===== src/rtl/serial_subtractor.sv =====
// Bit-serial subtractor: A-B mod 2^WIDTH, one bit per clock, LSB first.
// Optional signed-overflow output out_ovf enabled by defining SERIAL_SUBTRACTOR_OVF_EN.
module serial_subtractor #(
  parameter int WIDTH = 8
) (
  input  logic             in_clk,
  input  logic             in_rst,
  input  logic             in_start,
  input  logic [WIDTH-1:0] in_a,
  input  logic [WIDTH-1:0] in_b,
  output logic             out_busy,
  output logic             out_done,
  output logic [WIDTH-1:0] out_diff,
  output logic             out_borrow
`ifdef SERIAL_SUBTRACTOR_OVF_EN
  ,
  output logic             out_ovf
`endif
);

  // state | meaning
  // IDLE  | waiting for in_start; outputs hold last result
  // SHIFT | one full-subtractor step per clock, LSB first
  // DONE  | one-cycle completion pulse
  typedef enum logic [1:0] {IDLE, SHIFT, DONE} state_t;

  localparam int CW = $clog2(WIDTH);

  state_t           state, state_nxt;
  logic [WIDTH-1:0] ar_sh;
  logic [WIDTH-1:0] b_sh;
  logic [CW-1:0]    cnt;
  logic             bin;
  logic             d_bit;
  logic             bout;
  logic             last_bit;
  logic             accept;

  assign d_bit    = ar_sh[0] ^ b_sh[0] ^ bin;
  assign bout     = (~ar_sh[0] & b_sh[0]) | (~(ar_sh[0] ^ b_sh[0]) & bin);
  assign last_bit = (cnt == CW'(WIDTH - 1));

  always_ff @(posedge in_clk or posedge in_rst) begin
    if (in_rst) state <= IDLE;
    else        state <= state_nxt;
  end

  always_comb begin
    state_nxt = state;
    accept    = 1'b0;
    out_busy  = 1'b0;
    out_done  = 1'b0;
    case (state)
      IDLE: begin
        if (in_start) begin
          accept    = 1'b1;
          state_nxt = SHIFT;
        end
      end
      SHIFT: begin
        out_busy = 1'b1;
        if (last_bit) state_nxt = DONE;
      end
      DONE: begin
        out_busy  = 1'b1;
        out_done  = 1'b1;
        state_nxt = IDLE;
      end
      default: state_nxt = IDLE;
    endcase
  end

  // The minuend register doubles as the result register: each consumed
  // LSB frees the MSB slot that the new difference bit shifts into.
  always_ff @(posedge in_clk or posedge in_rst) begin
    if (in_rst) begin
      ar_sh      <= '0;
      b_sh       <= '0;
      cnt        <= '0;
      bin        <= 1'b0;
      out_diff   <= '0;
      out_borrow <= 1'b0;
`ifdef SERIAL_SUBTRACTOR_OVF_EN
      out_ovf    <= 1'b0;
`endif
    end else if (accept) begin
      ar_sh <= in_a;
      b_sh  <= in_b;
      cnt   <= '0;
      bin   <= 1'b0;
    end else if (state == SHIFT) begin
      ar_sh <= {d_bit, ar_sh[WIDTH-1:1]};
      b_sh  <= {1'b0, b_sh[WIDTH-1:1]};
      bin   <= bout;
      cnt   <= cnt + 1'b1;
      if (last_bit) begin
        out_diff   <= {d_bit, ar_sh[WIDTH-1:1]};
        out_borrow <= bout;
`ifdef SERIAL_SUBTRACTOR_OVF_EN
        out_ovf    <= bin ^ bout;
`endif
      end
    end
  end

endmodule


===== config.mk =====
export PLATFORM = sky130hd
export DESIGN_NAME = serial_subtractor
export DESIGN_NICKNAME = d
export VERILOG_FILES = /design/src/rtl/serial_subtractor.sv
export SDC_FILE = /design/constraint.sdc
export NUM_CORES = 1
export LEC_CHECK = 0
export ABC_AREA = 1
export BUFFER_PORTS_ARGS = -buffer_cell sky130_fd_sc_hd__buf_2
export CAP_MARGIN = 20
export CORE_MARGIN = 4
export CORE_UTILIZATION = 50
export CTS_BUF_LIST = sky130_fd_sc_hd__clkbuf_4
export DETAILED_ROUTE_END_ITERATION = 6
export PLACE_DENSITY = 0.75
export SYNTH_ARGS = -nofsm -noshare
export SYNTH_HDL_FRONTEND = slang
export SYNTH_SLANG_ARGS = --single-unit

===== constraint.sdc =====
create_clock -name in_clk -period 1.4 [get_ports in_clk]
set_input_delay 0 -clock in_clk [delete_from_list [all_inputs] [get_ports in_clk]]
set_output_delay 0 -clock in_clk [all_outputs]
set_load 0.02 [all_outputs]

### Word level (Yosys, flattened, before mapping)

Index checks and enable logic that the tools add are counted.

| operators by class | value |
|---|---|
| reductions and logical operators | 5 |
| $add $sub $neg | 1 |
| bitwise logic cells | 8 |
| multiplexer cells | 15 |
| equality and inequality tests | 5 |

Operators with widths:

| kind | count |
|---|---|
| 2-to-1 mux 8 bit | 4 |
| 2-to-1 mux 1 bit | 6 |
| 2-to-1 mux 3 bit | 2 |
| 2-to-1 mux 2 bit | 2 |
| != test 2 bit, second input constant | 2 |
| one-hot mux 2 bit (2 select lines) | 1 |
| adder 3 x 1 -> 3 bit, second input constant | 1 |
| == test 3 bit, second input constant | 1 |
| inverter 1 bit | 3 |
| AND reduction 3 bit | 1 |
| AND 1 bit | 2 |
| == test 2 x 1 -> 1 bit, second input constant | 1 |
| == test 2 bit, second input constant | 1 |
| logical NOT 2 bit | 1 |
| AND reduction 2 bit | 1 |
| nonzero test 2 bit | 1 |
| OR reduction 2 bit | 1 |
| bitwise XOR 1 bit | 2 |
| bitwise OR 1 bit | 1 |

| word-level totals | value |
|---|---|
| input port bits | 19 |
| output and inout port bits | 11 |
| register bits after elaboration | 31 |
| word-level logic and storage cells | 41 |

### Longest topological paths before layout

Gate-level depths: netlist of the first run.

| logic depth | value |
|---|---|
| depth after elaboration | 6 |
| depth in mapped cells | 7 |
| gate-level depth less buffers | 7 |

### Least setup slack after synthesis of the first run

Ideal clock, no wire load.

| timing | value |
|---|---|
| path kind | register to register |
| start point | register state[0] |
| end point | register ar_sh[0] |
| path slack | 0.181 ns |
| arrival time | 1.095 ns |
| required time | 1.276 ns |
| clock period less this slack | 1.219 ns |
| setup time | 0.124 ns |
| path buffers | 2 |
| stages on the path, launching flop included | 8 |
| path through | dfrtp_1 > inv_1 > ha_1 > nand2_2 > buf_6 > buf_6 > nand3_1 > nand3_1 |

| between the ends | value |
|---|---|
| word-level cells in the longest chain between the ends | 3 |
| elaborated cells on any way between the ends | 5 |
| those cells by class | 1 x eq/ne; 2 x mux; 2 x reduce/logical |

RTL lines:

| element | RTL line | text |
|---|---|---|
| start, declared | 29 | `state_t state, state_nxt;` |
| start signal, assigned | 45 | `else state <= state_nxt;` |
| logical NOT 2 bit | 53 | `case (state)` |
| 2-to-1 mux 1 bit | 53 |  |
| 2-to-1 mux 8 bit or nonzero test 2 bit (tied branches) | - |  |
| end signal, assigned | 87 | `ar_sh <= in_a;` |
| end signal, assigned | 92 | `ar_sh <= {d_bit, ar_sh[WIDTH-1:1]};` |
| end, declared | 30 | `logic [WIDTH-1:0] ar_sh;` |

Several ways; a longest one is shown, not always the timed one.
A chain may end at the register's enable or synchronous reset.

### Final worst setup path of the first run

| timing | value |
|---|---|
| start point | register state[1] |
| end point | register ar_sh[7] |

The elaborated chain is that of the path after synthesis.

==> results of run 1 <==
==> repair_timing <==
| item | in CTS | in global routing |
|---|---|---|
| endpoints found under the setup margin | 16 | 25 |
| hold buffers | 17 | 0 |
| gates resized for setup | 3 | 9 |
| setup buffers | 0 | 1 |
| hold endpoints to repair | 47 | 0 |
==> power by group through the flow <==
| stage | logic (mW) | registers [mW] | clock network, mW |
|---|---|---|---|
| 2_1_floorplan | 1.04 | 1.45 | 0 |
| 3_3_place_gp | 1.36 | 1.43 | 0 |
| 3_5_place_dp | 1.41 | 1.45 | 0 |
| 4_1_cts | 1.47 | 1.43 | 0.506 |
| 5_1_grt | 1.74 | 1.48 | 0.566 |
| 6_report | 1.56 | 1.44 | 0.499 |
==> how the worst max path moves through the flow <==
stage	endpoint	depth (start not counted)
2_1_floorplan	ar_sh[0]	7
3_3_place_gp	state[1]	7
3_5_place_dp	state[1]	7
4_1_cts	state[1]	7
5_1_grt	state[1]	7
6_report	ar_sh[7]	6
==> final cells by class <==
class | count | area (sq um) | share of cell area, %
Clock buffer | 6 | 45.04 | 2.283
Clock inverter | 2 | 7.507 | 0.3805
Inverter | 11 | 46.29 | 2.346
Multi-Input combinational cell | 119 | 656.9 | 33.29
Sequential cell | 31 | 775.7 | 39.32
Tap cell | 31 | 38.79 | 1.966
Timing Repair Buffer | 55 | 402.9 | 20.42
==> flip-flops by register name (all words and copies together) (netlist names) <==
register / cells
cnt: 3
bin: 1
ar_sh: 8
out_diff: 8
out_borrow: 1
b_sh: 8
state: 2
==> per-layer routing <==
metal / GRT usage, % / share of wire [%] / up-vias
li1: - / - / 678
met5: 0 / 0 / -
met3: 6.394 / 4.8 / 6
met1: 20.25 / 42 / 632
met2: 31.09 / 52 / 37
met4: 4.852 / 1.5 / 0
==> worst register-to-register path, stage by stage (launching register included) <==
cell and delay, ps:
dfrtp_1 420, inv_2 110, ha_2 210, nand2_4 130, buf_4 180, nand3_1 90
nand3_1 80
==> kinds of logic after synthesis <==
family,count (synthesis)
and+or+nand+nor,110
DFF,31
buffers and inverters,22
adders and majority gates,7
AOI/OAI and AO/OA,2
==> placed cells by master (no fill, tap or decap), drive strengths merged <==
| cell type | instances |
|---|---|
| nand3 | 55 |
| nand2 | 46 |
| buf | 38 |
| dfrtp | 31 |
| dlygate4sd3 | 17 |
| inv | 11 |
| nand4 | 9 |
| clkbuf | 6 |
| ha | 6 |
| o21ai | 2 |
| clkinv | 2 |
| fa | 1 |
==> metrics by stage <==
stage               cells  setup slack [ps]  util (%)  setup TNS (ps)
finish                255             86.73     69.75               0
global route          255             9.292     69.75               0
CTS                   254             20.19     68.24               0
detailed placement    229            -86.41     60.02          -307.7
global placement      229             4.161     60.02               0
floorplan             172             180.5         -               0
==> impl_metrics.tcl, run 1 <==
set metrics [dict create \
    rsz0062_at_grt "no" \
    regToRegStartpoint "state[1]" \
    synthSimpleGateAreaFrac_pct 34.10 \
    maxSlewHeadroom_pct 74.25 \
    yosysMostFrequentCell "nand3_1" \
    p_int_mw 2.070 \
    worst-setup-path-type "register to register" \
    cts_buffers 5 \
    grt_pass1_vias 1265 \
    fin_crit_ps 1313 \
    crit_family "flip-flops" \
    worst_path_most_repeated_cell "nand3_1" \
    ys_seq_area_share_pct 50.94 \
    critPathMaxFanout 11 \
    cap_violations 0 \
    finalHoldViolCount 0 \
    wl_per_cell_microns 12.91 \
    postSynthAreaPerCell_sq_um 8.853 \
    die_y_microns 63.19 \
    critPathCaptureType "register" \
    synth-compound-area-share_pct 0.6574 \
    synth_mux_area_share_pct 0 \
    critPathBufInv 2 \
    setup_viol 0 \
    min_path_type "input pin to register" \
    wirelength_microns 3291 \
    synth_nets 198 \
    pin_count 30 \
    ys_ff_latch 31 \
    die_w_microns 63.19 \
    fillers 218 \
    yosys-top-cells-area "dfrtp_1, nand3_1, nand2_1, ha_1, nand4_1" \
    grt_max_degree 32 \
    holdPathStages 4 \
    syn_area_sq_mm 0.001523 \
    power.switching_mw 1.429 \
    synthArstFlopShare_pct 100.0 \
    leakagePower_nw 1.045 \
    layout-drive-gt1-share_pct 23.21 \
    clkSinkCount 31 \
    via_per_inst 5.306 \
    grt.total_usage_pct 17.70 \
    ir_drop_mv 1.032 \
    htreeDepth 2 \
    clk_latency_ps 340 \
    arrival_ps 1540 \
    p_total_mw 3.499 \
    antenna_found_initial 0 \
    grt-ovfl-total 0 \
    hpwl_microns 2239 \
    dieArea_sq_mm 0.003992 \
    vias 1353 \
    first_pass_iters 5 \
    yosysWarnings 0 \
    tightest_slew_ps 386.2 \
    timing.hold.ws_ps 81.13 \
    cts_root_buf "clkbuf_4" \
    nets 249 \
    yosys-top-cells-count "nand3_1, nand2_1, dfrtp_1, inv_1, nand4_1" \
    slew_violations 0 \
    place_area_sq_mm 0.001698 \
    hold_path.startpoint "in_start" \
    synth.top_cell.area_share_pct 50.94 \
    ant_nets 0 \
    drtIter0Drc 44 \
    synth_area_leader_cell "dfrtp_1" \
    place_congestion 0.7989 \
    path_clk_slew_ps 90 \
    required_ps 1620 \
    startpoint "state[1]" \
    finalInstanceArea_sq_mm 0.001973 \
    max_stage_delay_ps 420 \
    yosys.cell_types.count 14 \
    rrSetupSlack_ps 90 \
    syn_inst 172 \
    power.density_mw_per_mm2 1773 \
    synthAdderAreaFrac_pct 6.245 \
    initial_core_util_pct 53.83 \
    clock.fmax_mhz 761.5 \
    cp-start-kind "register" \
    p_clk_share_pct 14.3 \
    diodes 0 \
    synth_ff_type "dfrtp_1" \
    synthXorXnorAreaFrac_pct 0 \
    port_buffers 29 \
    grt_pass1_wl_microns 5547 \
    synth-edff-count 0 \
    clockBufferDepth 2 \
    status "completed" \
    reg2reg_depth 6 \
    core_sq_mm 0.002829 \
    r2r_end "ar_sh[7]" \
    row_count 19 \
    fin_crit_sh_pct 93.80 \
    synth_top_family_by_area "simple AND/OR/NAND/NOR gates" \
    finalClockSkew_ps 16.90 \
    p_comb_share_pct 44.6 \
    power.sequential.fraction_pct 41.2 \
    cts_tree "built" \
    whs_endpoint "out_borrow" \
    crit_slowest_cell "dfrtp_1" \
    worstPathCellList "inv_2 > ha_2 > nand2_4 > buf_4 > nand3_1 > nand3_1" \
    route.detailed.drc 0 \
    area_delta_synth_final_pct 29.58 \
    p_sw_share_pct 40.84 \
]
(Power assumes the default switching activity.)
==> run 2, diff against run 1 <==
--- a/config.mk
+++ b/config.mk
@@ -12,7 +12,7 @@
 export CORE_UTILIZATION = 50
 export CTS_BUF_LIST = sky130_fd_sc_hd__clkbuf_4
 export DETAILED_ROUTE_END_ITERATION = 6
-export PLACE_DENSITY = 0.75
+export PLACE_DENSITY = 0.73
 export SYNTH_ARGS = -nofsm -noshare
 export SYNTH_HDL_FRONTEND = slang
 export SYNTH_SLANG_ARGS = --single-unit
==> constraint.sdc (replaced) <==
create_clock -name in_clk -period 1.4 [get_ports in_clk]
set_input_delay 0.07 -clock in_clk [delete_from_list [all_inputs] [get_ports in_clk]]
set_output_delay 0.07 -clock in_clk [all_outputs]
set_load 0.02 [all_outputs]
==> run 2 against run 1 <==
Hold slack gained 60 ps. Core utilization shrank 0.71 points. Final area shrank 1.0%. Maximum frequency shrank 2.5%. Wire length grew 0.79%. Clock power shrank 7.6%. Critical path depth shrank 3. Sequential share of layout area grew 0.40 points. First-iteration DRC count grew 30%. Largest cell class unchanged. Largest power group unchanged.
==> impl_metrics.tcl, run 2 (synthesis results as in run 1) <==
set metrics [dict create \
    grt-ovfl-total 0 \
    port_buffers 29 \
    maxSlewHeadroom_pct 74.58 \
    first_pass_iters 4 \
    cap_violations 0 \
    finalHoldViolCount 0 \
    wirelength_microns 3317 \
    arrival_ps 1280 \
    vias 1350 \
    slew_violations 0 \
    leakagePower_nw 1.035 \
    route.detailed.drc 0 \
    r2r_end "out_diff[4]" \
    holdPathStages 5 \
    worstPathCellList "inv_2 > ha_2 > buf_4" \
    pin_count 30 \
    fin_crit_ps 1347 \
    die_y_microns 63.19 \
    htreeDepth 2 \
    ant_nets 0 \
    grt_pass1_wl_microns 5989 \
    clockBufferDepth 2 \
    cp-start-kind "register" \
    finalClockSkew_ps 3.111 \
    wl_per_cell_microns 13.16 \
    cts_buffers 5 \
    fin_crit_sh_pct 96.21 \
    nets 247 \
    max_stage_delay_ps 420 \
    ir_drop_mv 1.011 \
    min_path_type "input pin to register" \
    tightest_slew_ps 381.2 \
    dieArea_sq_mm 0.003992 \
    grt_max_degree 32 \
    layout_commonest_cell "nand3_1" \
    p_total_mw 3.439 \
    path_clk_slew_ps 90 \
    setup_viol 0 \
    die_w_microns 63.19 \
    initial_core_util_pct 53.83 \
    worst-setup-path-type "register to primary output" \
    layout-drive-gt1-share_pct 23.08 \
    timing.hold.ws_ps 140.7 \
    reg_top3 "ar_sh: 8 flops, b_sh: 8 flops, out_diff: 8 flops" \
    crit_family "flip-flops" \
    hold_path.startpoint "in_start" \
    status "completed" \
    core_sq_mm 0.002829 \
    clk_latency_ps 330 \
    diodes 0 \
    row_count 19 \
    via_per_inst 5.357 \
    grt.total_usage_pct 18.86 \
    antenna_found_initial 0 \
    layout_common_cells "nand3_1, nand2_1, dfrtp_1" \
    rsz0062_at_grt "no" \
    cts_root_buf "clkbuf_4" \
    power.density_mw_per_mm2 1761 \
    cts_tree "built" \
    crit_slowest_cell "dfrtp_1" \
    reg2reg_depth 6 \
    critPathBufInv 2 \
    critPathMaxFanout 3 \
    required_ps 1330 \
    critPathCaptureType "primary output" \
    place_congestion 0.7726 \
    whs_endpoint "state[0]" \
    grt_pass1_vias 1344 \
    clock.fmax_mhz 742.4 \
    hpwl_microns 2194 \
    regToRegStartpoint "state[1]" \
    area_delta_synth_final_pct 28.27 \
    rrSetupSlack_ps 80 \
    drtIter0Drc 57 \
    clkSinkCount 31 \
]
==> run 2: changes by cell type in the layout (fill, tap and decap cells not counted) <==
cell and change:
clkinv_1 -1, buf_4 -1, buf_6 -1, clkbuf_4 -1, ha_4 -1, buf_12 +1, clkinv_2 +1, buf_2 -1
inv_1 -1, ha_2 +1, inv_2 +1
==> run 2: per-layer routing <==
layer	global-route usage, %	up-vias	part of all wire, %
met5	0	-	0
met4	7.008	0	2.0
met3	5.684	8	4.8
met2	33.20	36	52
met1	21.45	629	42
li1	-	677	-
==> run 2: how the worst max path moves through the flow <==
| stage | from | endpoint | slack (ps) | depth (start not counted) |
|---|---|---|---|---|
| floorplan | state[0] | ar_sh[0] | 180 | 7 |
| global placement | cnt[0] | out_diff[5] | -10 | 5 |
| detailed placement | cnt[0] | state[0] | -60 | 7 |
| CTS | state[0] | out_busy | -9 | 3 |
| global route | state[0] | out_busy | 7 | 3 |
| finish | state[0] | out_busy | 50 | 3 |
==> run 2: where the power goes <==
group / switching (mW) / internal, mW
Clock: 0.284 / 0.177
Combinational: 0.919 / 0.630
Sequential: 0.209 / 1.22
Total: 1.41 / 2.03
==> run 2: stage by stage <==
stage                     utilization [%]  instance area, sq um  std cells  setup TNS [ps]  setup slack, ps
after detailed placement            59.93                  1695        227          -720.2           -62.77
after global placement              59.93                  1695        227          -57.94           -14.38
after global routing                69.04                  1953        252               0            6.987
after floorplan                         -                  1523        172               0            180.5
after CTS                           68.20                  1929        251          -8.659           -8.659
final                               69.04                  1953        252               0            53.09
==> run 2: area by class of cell <==
class                      count  area (sq um)
sequential                    31         775.7
tap                           31         38.79
fill                         239         875.8
inverter                      11         46.29
multi-input combinational    119         646.9
timing repair buffer          53         399.1
clock buffer                   5         37.54
clock inverter                 2         8.758
==> run 2: worst reg2reg max path, delay by kind of cell (launching register included) <==
family	cells	cell delay, ps
adder cells (fa/ha/maj)	1	250
buffers and inverters	2	270
flip-flops	1	410
AND/OR/NAND/NOR	3	290
==> run 2: repair_timing <==
item / in CTS / in global routing
setup endpoints to repair: 28 / 17
hold buffers: 17 / 0
hold endpoints to repair: 47 / 0
gates resized for setup: 6 / 5
setup buffers: 0 / 1
